[src/rtl/pc_redirect_pkg.sv]
// Shared types and constants for the PC redirect controller and its bubble counter.
package pc_redirect_pkg;

  typedef enum logic [1:0] {IDLE, REDIRECT, BUBBLE} state_t;

  typedef enum logic [1:0] {SRC_NONE, SRC_JMP, SRC_BR, SRC_EXC} src_t;

  typedef logic [2:0] bcnt_t;

  localparam logic [31:0] EXC_VECTOR_DEFAULT = 32'h0000_0010;

  function automatic logic [31:0] sext_jmp(input logic [26:0] imm);
    return {{5{imm[26]}}, imm};
  endfunction

endpackage

[src/rtl/redirect_bubble_cnt.sv]
// Down-counter that times the post-redirect fetch bubble; zero marks the last bubble cycle.
module redirect_bubble_cnt
  import pc_redirect_pkg::*;
(
  input  logic  clock,
  input  logic  resetn,
  input  logic  clr,
  input  logic  load,
  input  bcnt_t load_val,
  input  logic  dec,
  output logic  zero
);

  bcnt_t cnt;

  always_ff @(posedge clock or negedge resetn) begin
    if (!resetn) begin
      cnt <= '0;
    end else if (clr) begin
      cnt <= '0;
    end else if (load) begin
      cnt <= load_val;
    end else if (dec && (cnt != '0)) begin
      cnt <= cnt - bcnt_t'(1);
    end
  end

  assign zero = (cnt == '0);

endmodule

[src/rtl/pc_redirect_ctrl.sv]
// Arbitrates jump/branch/exception redirects and sequences flush and fetch bubble.
// Optional return-link outputs are built when JMP_LINK_EN is defined.
//
// state    | meaning
// IDLE     | waiting for a request; arbitrate exc > br > jmp
// REDIRECT | redirect_valid with registered target, flush latches
// BUBBLE   | stall_f held for BUBBLE_CYCLES cycles
module pc_redirect_ctrl
  import pc_redirect_pkg::*;
#(
  parameter int unsigned BUBBLE_CYCLES = 1,
  parameter logic [31:0] EXC_VECTOR    = EXC_VECTOR_DEFAULT
) (
  input  logic        clock,
  input  logic        resetn,
  input  logic        jmp_req,
  input  logic [26:0] jmp_tgt,
  input  logic [31:0] jmp_pc,
  input  logic        br_req,
  input  logic [31:0] br_tgt,
  input  logic        exc_req,
  output logic        jmp_ack,
  output logic        br_ack,
  output logic        exc_ack,
  output logic        redirect_valid,
  output logic [31:0] redirect_pc,
  output logic        flush_fd,
  output logic        flush_dx,
  output logic        stall_f
`ifdef JMP_LINK_EN
  ,
  output logic        link_we,
  output logic [31:0] link_data
`endif
);

  // Counter holds cycles remaining after the current one, so load N-1.
  localparam bcnt_t BUB_LOAD = (BUBBLE_CYCLES > 0) ? bcnt_t'(BUBBLE_CYCLES - 1) : bcnt_t'(0);

  state_t      state, state_nxt;
  src_t        win, src_q;
  logic [31:0] tgt_q, win_tgt;
  logic        cnt_zero;

  always_ff @(posedge clock or negedge resetn) begin
    if (!resetn) state <= IDLE;
    else         state <= state_nxt;
  end

  // Only an exception may interrupt a redirect in flight; the others are being flushed.
  always_comb begin
    state_nxt = state;
    win       = SRC_NONE;
    case (state)
      IDLE: begin
        if      (exc_req) win = SRC_EXC;
        else if (br_req)  win = SRC_BR;
        else if (jmp_req) win = SRC_JMP;
      end
      REDIRECT, BUBBLE: begin
        if (exc_req) win = SRC_EXC;
      end
      default: ;
    endcase
    if (!resetn) win = SRC_NONE;

    if (win != SRC_NONE) begin
      state_nxt = REDIRECT;
    end else begin
      case (state)
        REDIRECT: state_nxt = (BUBBLE_CYCLES > 0) ? BUBBLE : IDLE;
        BUBBLE:   if (cnt_zero) state_nxt = IDLE;
        default:  ;
      endcase
    end
  end

  always_comb begin
    jmp_ack        = (win == SRC_JMP);
    br_ack         = (win == SRC_BR);
    exc_ack        = (win == SRC_EXC);
    redirect_valid = (state == REDIRECT);
    flush_fd       = (state == REDIRECT);
    flush_dx       = (state == REDIRECT) && ((src_q == SRC_BR) || (src_q == SRC_EXC));
    stall_f        = (state == BUBBLE);
`ifdef JMP_LINK_EN
    link_we        = (state == REDIRECT) && (src_q == SRC_JMP);
`endif
  end

  always_comb begin
    win_tgt = tgt_q;
    case (win)
      SRC_EXC: win_tgt = EXC_VECTOR;
      SRC_BR:  win_tgt = br_tgt;
      SRC_JMP: win_tgt = sext_jmp(jmp_tgt);
      default: ;
    endcase
  end

  always_ff @(posedge clock or negedge resetn) begin
    if (!resetn) begin
      src_q <= SRC_NONE;
      tgt_q <= '0;
    end else if (win != SRC_NONE) begin
      src_q <= win;
      tgt_q <= win_tgt;
    end
  end

  assign redirect_pc = tgt_q;

`ifdef JMP_LINK_EN
  logic [31:0] link_data_q;

  always_ff @(posedge clock or negedge resetn) begin
    if (!resetn)              link_data_q <= '0;
    else if (win == SRC_JMP)  link_data_q <= jmp_pc + 32'd1;
  end

  assign link_data = link_data_q;
`else
  logic unused_jmp_pc;
  assign unused_jmp_pc = ^jmp_pc;
`endif

  redirect_bubble_cnt u_bubble_cnt (
    .clock    (clock),
    .resetn   (resetn),
    .clr      (win != SRC_NONE),
    .load     ((state == REDIRECT) && (state_nxt == BUBBLE)),
    .load_val (BUB_LOAD),
    .dec      (state == BUBBLE),
    .zero     (cnt_zero)
  );

endmodule

[config.mk]
export PLATFORM = sky130hd
export DESIGN_NAME = pc_redirect_ctrl
export DESIGN_NICKNAME = d
export VERILOG_FILES = /design/src/rtl/pc_redirect_pkg.sv /design/src/rtl/redirect_bubble_cnt.sv /design/src/rtl/pc_redirect_ctrl.sv
export SDC_FILE = /design/constraint.sdc
export NUM_CORES = 1
export LEC_CHECK = 0
export BUFFER_PORTS_ARGS = -buffer_cell sky130_fd_sc_hd__buf_2
export CAP_MARGIN = 40
export CORE_UTILIZATION = 44
export CTS_CLUSTER_SIZE = 8
export DETAILED_ROUTE_END_ITERATION = 8
export PLACE_DENSITY = 0.82
export SETUP_SLACK_MARGIN = 0.2
export SKIP_LAST_GASP = 1
export SLEW_MARGIN = 20
export SYNTH_ARGS = -nofsm -noshare
export SYNTH_HDL_FRONTEND = slang
export SYNTH_SLANG_ARGS = --single-unit
[constraint.sdc]
create_clock -name clock -period 3.2 [get_ports clock]
set_input_delay 0.64 -clock clock [delete_from_list [all_inputs] [get_ports clock]]
set_output_delay 0.64 -clock clock [all_outputs]
set_load 0.02 [all_outputs]
==> results.py, run 1 <==
metrics = {
    "finish": {
        "fillCellCount": 355,
        "layout.cells.most_common": "buf_2",
        "most-common-layout-cells": "buf_2 (102), dfrtp_1 (38), o21ai_0 (35), nand2_1 (35), a22oi_1 (27)",
        "final_net_count": 410,
        "post_layout_nonfiller_instances": 354,
        "area_growth_pct": 34.2,
        "layout_cell_share_with_drive_strength_beyond_1_pct": 38.8,
        "insertedDiodeCount": 0,
    },
    "routing": {
        "detail_route.first_pass.iterations": 4,
        "drc_errors": 0,
        "route.antenna.remaining_nets": 0,
        "detail_routed_via_count_per_cell": 5.12,
        "number_of_drc_violations_after_detailed_routing_iteration_0": 100,
        "routed_wirelength_mm": 4.51,
        "avgRoutedWirePerCell_um": 12.7,
        "vias": 1814,
    },
    "timing": {
        "finalSetupTns_ns": 0,
        "final.period_utilization_pct": 86.2,
        "hold_violations": 0,
        "report.final.setup_viol": 0,
        "transition_time_at_the_pin_with_the_least_slew_margin_ns": 0.472,
        "drv_slew": 0,
        "achievable-frequency_mhz": 363,
        "timing.clock.skew_ns": 0.00512,
        "finalWorstPathRequiredPeriod_ns": 2.76,
        "max-slew-margin-rel_pct": 68.6,
        "rsz0062_at_grt": "false",
    },
    "cts": {
        "cts.reportedPaths.clkPinSlew_ns": 0.07,
        "tritoncts": "yes",
        "post_cts_hold_buffer_count": 0,
        "cts.htree.levels": 2,
        "clk-insertion-delay-late_ns": 0.28,
        "numCtsBuffers": 5,
        "clock_sinks": 38,
        "post_cts_resized": 0,
        "ctsLongestPathBuffers": 2,
        "postCtsSetupBuffers": 0,
        "clockRootBuffer": "clkbuf_8",
    },
    "logic_synthesis": {
        "synthDistinctLibCells": 27,
        "syn-num-nets": 309,
        "synth_area_leader_cell": "dfrtp_1",
        "synth.yosys.warnings": 0,
        "post_synth_instance_area_um2": 1900,
        "yosys-top-cells-area": "dfrtp_1 (50%), a22oi_1 (11%), o21ai_0 (9.2%)",
        "count_of_state_elements_after_synthesis": 38,
        "syn_inst": 202,
        "synthDominantCellAreaShare_pct": 50.2,
        "avgSynthCellArea_um2": 9.38,
        "synth-seq-area-share_pct": 50.2,
    },
    "global_routing": {
        "grt_max_degree": 39,
        "vias_in_the_first_global_route": 1610,
        "globalRouteOverflowTotal": 0,
        "grt_use_total_pct": 20.8,
        "met3_usage_in_global_routing_pct": 3.89,
        "grt_first_pass_wirelength_mm": 6.98,
        "grt.met2_usage_pct": 37.7,
        "grt_antenna_before_repair": 0,
        "met1_usage_pct": 23.4,
        "grt_max_usage_layer": "met2",
    },
    "run": {
        "max_capacitance_violation_count": 0,
    },
    "floorplanning": {
        "row_count": 23,
        "core_area_um2": 4060,
        "start_util_pct": 46.7,
        "floorplan.die.height_um": 67.6,
        "ios": 135,
        "fp.dieArea_um2": 4570,
        "chipWidth_um": 67.6,
    },
    "setup_path": {
        "rr_worst_depth": 10,
        "critical_path_arrival_ns": 2.12,
        "timing.critical_path.fanout_max": 5,
        "critPathKind": "register to output port",
        "worst_setup_path_end_kind": "output port",
        "startpoint_type": "register",
        "worst-endpoint-required_ns": 2.56,
        "r2r_start": "state[1]",
        "rr_endpoint": "u_bubble_cnt.cnt[1]",
        "timing.reg2reg.setup_slack_ns": 0.44,
    },
    "pwr": {
        "power_leakage_nw": 1.36,
        "total_power_w": 0.00205,
        "power.ir.vdd_worst_mv": 0.327,
        "power.density_nw_per_um2": 804,
    },
    "hold_path": {
        "holdCritPathClass": "primary input to async pin",
    },
    "placement": {
        "numPortBuffers": 102,
        "place_inst": 345,
        "hpwl_mm": 3.34,
        "place_congestion": 0.781,
    },
    "run_status": {
        "status": "finished clean",
    },
}
==> cells in the mapped netlist (all sizes together) <==
master,number
a21o,1
a21oi,9
a22o,1
a22oi,27
a32o,1
a32oi,1
and2,2
buf,9
clkbuf,6
dfrtp,38
ha,11
inv,11
nand2,35
nand2b,2
nand3,1
nor2,4
nor2b,2
nor3b,1
o21a,1
o21ai,36
o22ai,1
o32ai,1
or3,1
==> critical path, stage by stage (launching register included) <==
cell and delay, ns:
dfrtp_1 0.42, inv_1 0.08, ha_1 0.36, a21oi_1 0.09
or3_4 0.41, inv_1 0.10, ha_1 0.20, buf_2 0.18
==> power by group <==
group	internal, W	switching (W)
Sequential	0.000628	0.0000824
Clock	0.000154	0.000164
Combinational	0.000378	0.000640
==> cells by family (layout without fill, tap and decap cells) <==
group	count (synthesis)	after routing	share of synthesized area, %
AOI/OAI and AO/OA	79	79	25.6
DFF	38	38	50.2
buffers and inverters	26	128	5.74
and+or+nand+nor	48	48	11.2
adders and majority gates	11	11	7.26
==> layout make-up <==
| type | instances | area, um2 | area share, % |
|---|---|---|---|
| timing repair buffer | 109 | 567 | 22.3 |
| clock buffer | 6 | 72.6 | 2.85 |
| clock inverter | 2 | 13.8 | 0.541 |
| inverter | 11 | 41.3 | 1.62 |
| sequential | 38 | 951 | 37.4 |
| tap | 50 | 62.6 | 2.46 |
| multi-input combinational | 138 | 836 | 32.9 |
==> registers in the layout, indices dropped and copies added (netlist names) <==
register and count:
u_bubble_cnt.cnt 3, src_q 1, state 2, redirect_pc 32
==> worst max path at each step <==
| stage | from | to | depth (start not counted) |
|---|---|---|---|
| 3_3_place_gp | state[1] | redirect_pc[28] | 8 |
| 2_1_floorplan | state[1] | redirect_pc[28] | 11 |
| 5_1_grt | state[1] | redirect_pc[27] | 9 |
| 4_1_cts | state[1] | redirect_pc[17] | 8 |
| 3_5_place_dp | state[1] | redirect_pc[17] | 8 |
| 6_report | state[1] | jmp_ack | 7 |
==> metrics by stage <==
step	setup WS [ns]	area [um2]	utilization [%]	hold slack, ns
2_1_floorplan	0.893	1900	-	0.344
3_3_place_gp	0.374	2450	60.3	0.462
3_5_place_dp	0.266	2450	60.3	0.469
4_1_cts	0.254	2530	62.4	0.449
5_1_grt	0.209	2540	62.7	0.469
6_report	0.443	2540	62.7	0.439
==> metal layers <==
layer  up-vias  part of all wire, %
li1        905                    -
met1       829                   42
met2        75                   50
met3         5                  6.2
met4         0                  1.4
met5         -                    0
No activity file was read; power rests on OpenSTA's default activity.
==> run 2: changes to the inputs <==
Settings changed: CORE_ASPECT_RATIO from default to 1.1.
==> run 2 against run 1 <==
Design area up 1.4%. Hold slack worse by 0.018 ns. Clock-buffer cell count is the same.
==> results.py, run 2 (synthesis results as in run 1) <==
metrics = {
    "run_status": {
        "status": "finished clean",
    },
    "cts": {
        "numCtsBuffers": 5,
        "clockRootBuffer": "clkbuf_8",
        "cts.htree.levels": 2,
        "clock_sinks": 38,
        "cts.reportedPaths.clkPinSlew_ns": 0.07,
        "tritoncts": "yes",
        "clk-insertion-delay-late_ns": 0.28,
        "post_cts_hold_buffer_count": 0,
        "ctsLongestPathBuffers": 2,
    },
    "floorplanning": {
        "ios": 135,
        "start_util_pct": 46.8,
        "floorplan.die.height_um": 70.8,
        "fp.dieArea_um2": 4570,
        "core_area_um2": 4050,
        "row_count": 24,
        "chipWidth_um": 64.6,
    },
    "pwr": {
        "total_power_w": 0.00208,
        "pwr-share-comb_pct": 50.0,
        "net_switching_share_of_the_total_power_pct": 42.9,
        "power.density_nw_per_um2": 808,
        "seq_power_share_pct": 34.0,
        "power_leakage_nw": 1.37,
        "power.ir.vdd_worst_mv": 0.369,
        "switching_power_w": 0.000894,
        "internal_power_w": 0.00119,
        "share_clk_of_total_power_pct": 16.0,
    },
    "finish": {
        "most-common-layout-cells": "buf_2 (102), dfrtp_1 (38), o21ai_0 (35), nand2_1 (35), a22oi_1 (27)",
        "layout_cell_share_with_drive_strength_beyond_1_pct": 39.9,
        "layout.cells.most_common": "buf_2",
        "final_net_count": 412,
        "area_growth_pct": 36.0,
        "finish.instance_area_um2": 2580,
        "fillCellCount": 366,
        "insertedDiodeCount": 0,
        "flip_flop_count_of_the_largest_register_after_layout": 32,
    },
    "setup_path": {
        "cp_slowest_stage_delay_ns": 0.43,
        "timing.critical_path.fanout_max": 11,
        "critPathKind": "register to output port",
        "critical_path_arrival_ns": 2.22,
        "startpoint_type": "register",
        "cp_cell_instances": "buf_4 -> ha_1 -> nand2b_1 -> or3_4 -> inv_1 -> ha_1 -> buf_4 -> buf_2",
        "slowest_stage": "dfrtp_1",
        "worst-endpoint-required_ns": 2.56,
        "worst_setup_path_end_kind": "output port",
    },
    "timing": {
        "report.final.setup_viol": 0,
        "hold_violations": 0,
        "finalWorstPathRequiredPeriod_ns": 2.86,
        "final.period_utilization_pct": 89.5,
        "rsz0062_at_grt": "false",
        "drv_slew": 0,
        "timing.clock.skew_ns": 0.00357,
        "max-slew-margin-rel_pct": 68.6,
        "layout_setup_ws_ns": 0.335,
        "transition_time_at_the_pin_with_the_least_slew_margin_ns": 0.471,
        "finalSetupTns_ns": 0,
        "achievable-frequency_mhz": 349,
    },
    "routing": {
        "avgRoutedWirePerCell_um": 12.6,
        "detail_route.first_pass.iterations": 4,
        "met3_routed_wl_um": 257,
        "routed_wirelength_mm": 4.51,
        "detail_route.wirelength.met1_mm": 1.89,
        "detail_routed_via_count_per_cell": 5.17,
        "route.antenna.remaining_nets": 0,
        "number_of_drc_violations_after_detailed_routing_iteration_0": 53,
        "met2_wirelength_mm": 2.32,
        "drc_errors": 0,
        "vias": 1852,
        "maxUsedRoutingLayer": "met4",
    },
    "run": {
        "max_capacitance_violation_count": 0,
    },
    "placement": {
        "placement.cell_area_um2": 2450,
        "numPortBuffers": 102,
        "place_congestion": 0.783,
        "pre_cts_worst_setup_slack_ns": 0.546,
        "hpwl_mm": 3.22,
    },
    "hold_path": {
        "holdCritPathClass": "primary input to async pin",
    },
    "global_routing": {
        "globalRouteOverflowTotal": 0,
        "vias_in_the_first_global_route": 1690,
        "grt_max_degree": 39,
        "grt_use_total_pct": 20.9,
        "grt_first_pass_wirelength_mm": 7.47,
        "grt_antenna_before_repair": 0,
    },
}
## run 2: repair_timing
item                                    4_1_cts  5_1_grt
gates resized for setup                       0        1
endpoints found under the setup margin        0        1
endpoints found under the hold margin         0        0
setup buffers                                 0        3
## run 2: final timing paths
path                                            end  slack, ns  depth (start not counted)            start
worst max-delay path                        jmp_ack       0.34                          8         state[1]
worst min-delay path                       state[0]       0.42                          2           resetn
worst max register to register  u_bubble_cnt.cnt[0]       0.62                         10         state[0]
worst min register to register      redirect_pc[16]       0.48                          2  redirect_pc[16]
max in group asynchronous           redirect_pc[10]       2.45                          2           resetn
min in group clock                  redirect_pc[16]       0.48                          2  redirect_pc[16]
## run 2: cell type report
| cell class | count | area (um2) | share of cell area (%) |
|---|---|---|---|
| multi-input combinational | 138 | 848 | 32.9 |
| timing repair buffer | 111 | 578 | 22.4 |
| tap | 52 | 65.1 | 2.52 |
| inverter | 11 | 41.3 | 1.60 |
| clock buffer | 6 | 82.6 | 3.20 |
| clock inverter | 2 | 12.5 | 0.485 |
| sequential | 38 | 951 | 36.9 |
## run 2: power by group through the flow
stage                     registers [W]  logic, W  clock network [W]
final                          0.000709   0.00104           0.000334
after global routing           0.000726   0.00116           0.000366
after CTS                      0.000707   0.00102           0.000346
after detailed placement       0.000714   0.00102                  0
after global placement         0.000711  0.000991                  0
after floorplan                0.000858  0.000561                  0
## run 2: routing by layer
layer | vias up | GRT usage, %
li1 | 911 | -
met1 | 865 | 24.2
met2 | 74 | 38.7
met3 | 2 | 3.87
met4 | 0 | 5.93
met5 | - | 0
## run 2: through the flow
stage / std cells / util, % / hold WS (ns)
after floorplan: 202 / - / 0.344
after global placement: 347 / 60.4 / 0.459
after detailed placement: 347 / 60.4 / 0.469
after CTS: 355 / 62.7 / 0.433
after global routing: 358 / 63.6 / 0.461
final: 358 / 63.6 / 0.422
## run 2: critical path, delay by kind of cell, from the launching register on
kind                     cells  cell delay (ns)
adder cells (fa/ha/maj)      2             0.34
flip-flops                   1             0.43
buffers and inverters        4             0.60
AND/OR/NAND/NOR              2             0.56
==> run 3: changes to the inputs <==
Settings changed: CORE_UTILIZATION 44 to 41, PLACE_DENSITY 0.82 to default, PLACE_DENSITY_LB_ADDON from default to 0.08.
Clock period 3.2 ns to 2.9 ns, I/O delays scaled along.
==> run 3 against run 2 <==
First-iteration DRC count rose by 11%. Critical path depth down 1. Non-clock buffer count up 4. Clock-buffer cell count unchanged. Utilization shrank 4.0 points. Critical path type unchanged. Largest power group unchanged.
==> results.py, run 3 (synthesis results as in run 1) <==
metrics = {
    "finish": {
        "most-common-layout-cells": "buf_2 (102), dfrtp_1 (38), o21ai_0 (35), nand2_1 (35), a22oi_1 (27)",
        "layout_cell_share_with_drive_strength_beyond_1_pct": 40.6,
        "final_net_count": 416,
        "area_growth_pct": 37.8,
        "layout.cells.most_common": "buf_2",
        "utilization_after_layout_pct": 59.6,
        "insertedDiodeCount": 0,
        "flip_flop_count_of_the_largest_register_after_layout": 32,
    },
    "setup_path": {
        "worst_setup_path_end_kind": "output port",
        "timing.critical_path.fanout_max": 4,
        "crit_top_cell": "ha_1",
        "startpoint_type": "register",
        "critical_path_arrival_ns": 2.02,
        "timing.reg2reg.setup_slack_ns": 0.41,
        "worstPathBufferInverterCount": 3,
        "slowest_stage": "or3_4",
        "critPathKind": "register to output port",
        "cp_cell_instances": "buf_4 -> ha_1 -> nand2b_1 -> or3_4 -> inv_1 -> ha_1 -> buf_2",
        "worst-endpoint-required_ns": 2.32,
        "cp_slowest_stage_delay_ns": 0.41,
        "crit_family": "simple AND/OR/NAND/NOR gates",
    },
    "cts": {
        "clock_sinks": 38,
        "cts.htree.levels": 2,
        "ctsLongestPathBuffers": 2,
        "cts.reportedPaths.clkPinSlew_ns": 0.07,
        "post_cts_hold_buffer_count": 0,
        "clk-insertion-delay-late_ns": 0.28,
        "clockRootBuffer": "clkbuf_8",
        "numCtsBuffers": 5,
        "tritoncts": "yes",
    },
    "floorplanning": {
        "fp.dieArea_um2": 4900,
        "row_count": 25,
        "ios": 135,
        "start_util_pct": 43.3,
        "core_area_um2": 4380,
        "floorplan.die.height_um": 73.3,
        "chipWidth_um": 66.8,
    },
    "placement": {
        "numPortBuffers": 102,
        "hpwl_mm": 3.32,
        "place_congestion": 0.828,
    },
    "routing": {
        "avgRoutedWirePerCell_um": 12.8,
        "detail_routed_via_count_per_cell": 4.93,
        "drc_errors": 0,
        "route.antenna.remaining_nets": 0,
        "routed_wirelength_mm": 4.65,
        "vias": 1795,
        "number_of_drc_violations_after_detailed_routing_iteration_0": 59,
        "detail_route.first_pass.iterations": 4,
    },
    "global_routing": {
        "vias_in_the_first_global_route": 1763,
        "grt_use_total_pct": 20.7,
        "grt_antenna_before_repair": 0,
        "grt_max_degree": 39,
        "globalRouteOverflowTotal": 0,
        "grt_first_pass_wirelength_mm": 7.56,
    },
    "timing": {
        "achievable-frequency_mhz": 385,
        "transition_time_at_the_pin_with_the_least_slew_margin_ns": 0.470,
        "timing.clock.skew_ns": 0.00484,
        "final.period_utilization_pct": 89.6,
        "rsz0062_at_grt": "false",
        "hold_violations": 0,
        "max-slew-margin-rel_pct": 68.7,
        "drv_slew": 0,
        "finalSetupTns_ns": 0,
        "finalWorstPathRequiredPeriod_ns": 2.60,
        "report.final.setup_viol": 0,
    },
    "run_status": {
        "status": "finished clean",
    },
    "pwr": {
        "power.density_nw_per_um2": 893,
        "power.ir.vdd_worst_mv": 0.362,
        "power_leakage_nw": 1.39,
    },
    "hold_path": {
        "holdCritPathClass": "primary input to async pin",
    },
    "run": {
        "max_capacitance_violation_count": 0,
    },
}
## run 3: worst register-to-register path, cell delays in order (launching register included)
cell	delay, ns
dfrtp_1	0.39
buf_4	0.14
ha_1	0.18
nand2b_1	0.16
or3_4	0.41
inv_1	0.10
ha_1	0.19
buf_4	0.29
and2_1	0.33
a21oi_1	0.07
o21ai_0	0.16
## run 3: layout make-up
class	count	area [um2]
fill	416	1770
sequential	38	951
multi-input combinational	138	848
timing repair buffer	115	608
clock buffer	6	82.6
tap	54	67.6
inverter	11	41.3
clock inverter	2	12.5
## run 3: routing by layer
metal	GRT usage, %	vias up	routed length, um
met1	24.3	817	2070
met3	6.68	5	301
met4	6.62	0	49
met2	35.5	58	2230
met5	0	-	0
li1	-	915	-
## run 3: final timing paths
kind,cells after the start,start,to
setup / recovery,7,state[1],jmp_ack
max in group asynchronous,2,resetn,redirect_pc[4]
hold reg to reg,2,redirect_pc[1],redirect_pc[1]
setup reg to reg,10,state[1],redirect_pc[31]
hold / removal,2,resetn,state[0]
min in group clock,2,redirect_pc[1],redirect_pc[1]
## run 3: through the flow
step           instance area, um2  power [W]  setup WS, ns  cells  hold WS (ns)
4_1_cts                      2570    0.00232         0.251    360         0.364
3_5_place_dp                 2460    0.00193         0.244    350         0.467
6_report                     2610    0.00233         0.302    364         0.344
5_1_grt                      2610    0.00254         0.207    364         0.391
2_1_floorplan                1900    0.00157         0.593    202         0.284
3_3_place_gp                 2460    0.00191         0.312    350         0.463
## run 3: timing repair
action | CTS | global route
gates resized for setup | 0 | 2
pin swaps | 0 | 1
endpoints found under the setup margin | 1 | 9
hold endpoints to repair | 0 | 0
buffers inserted | 2 | 4
## run 3: report_power, final
part / internal [W] / total, W / switching, W
Combinational: 0.000456 / 0.00118 / 0.000724
Clock: 0.000191 / 0.000372 / 0.000181
Sequential: 0.000693 / 0.000780 / 0.0000869
Total: 0.00134 / 0.00233 / 0.000991
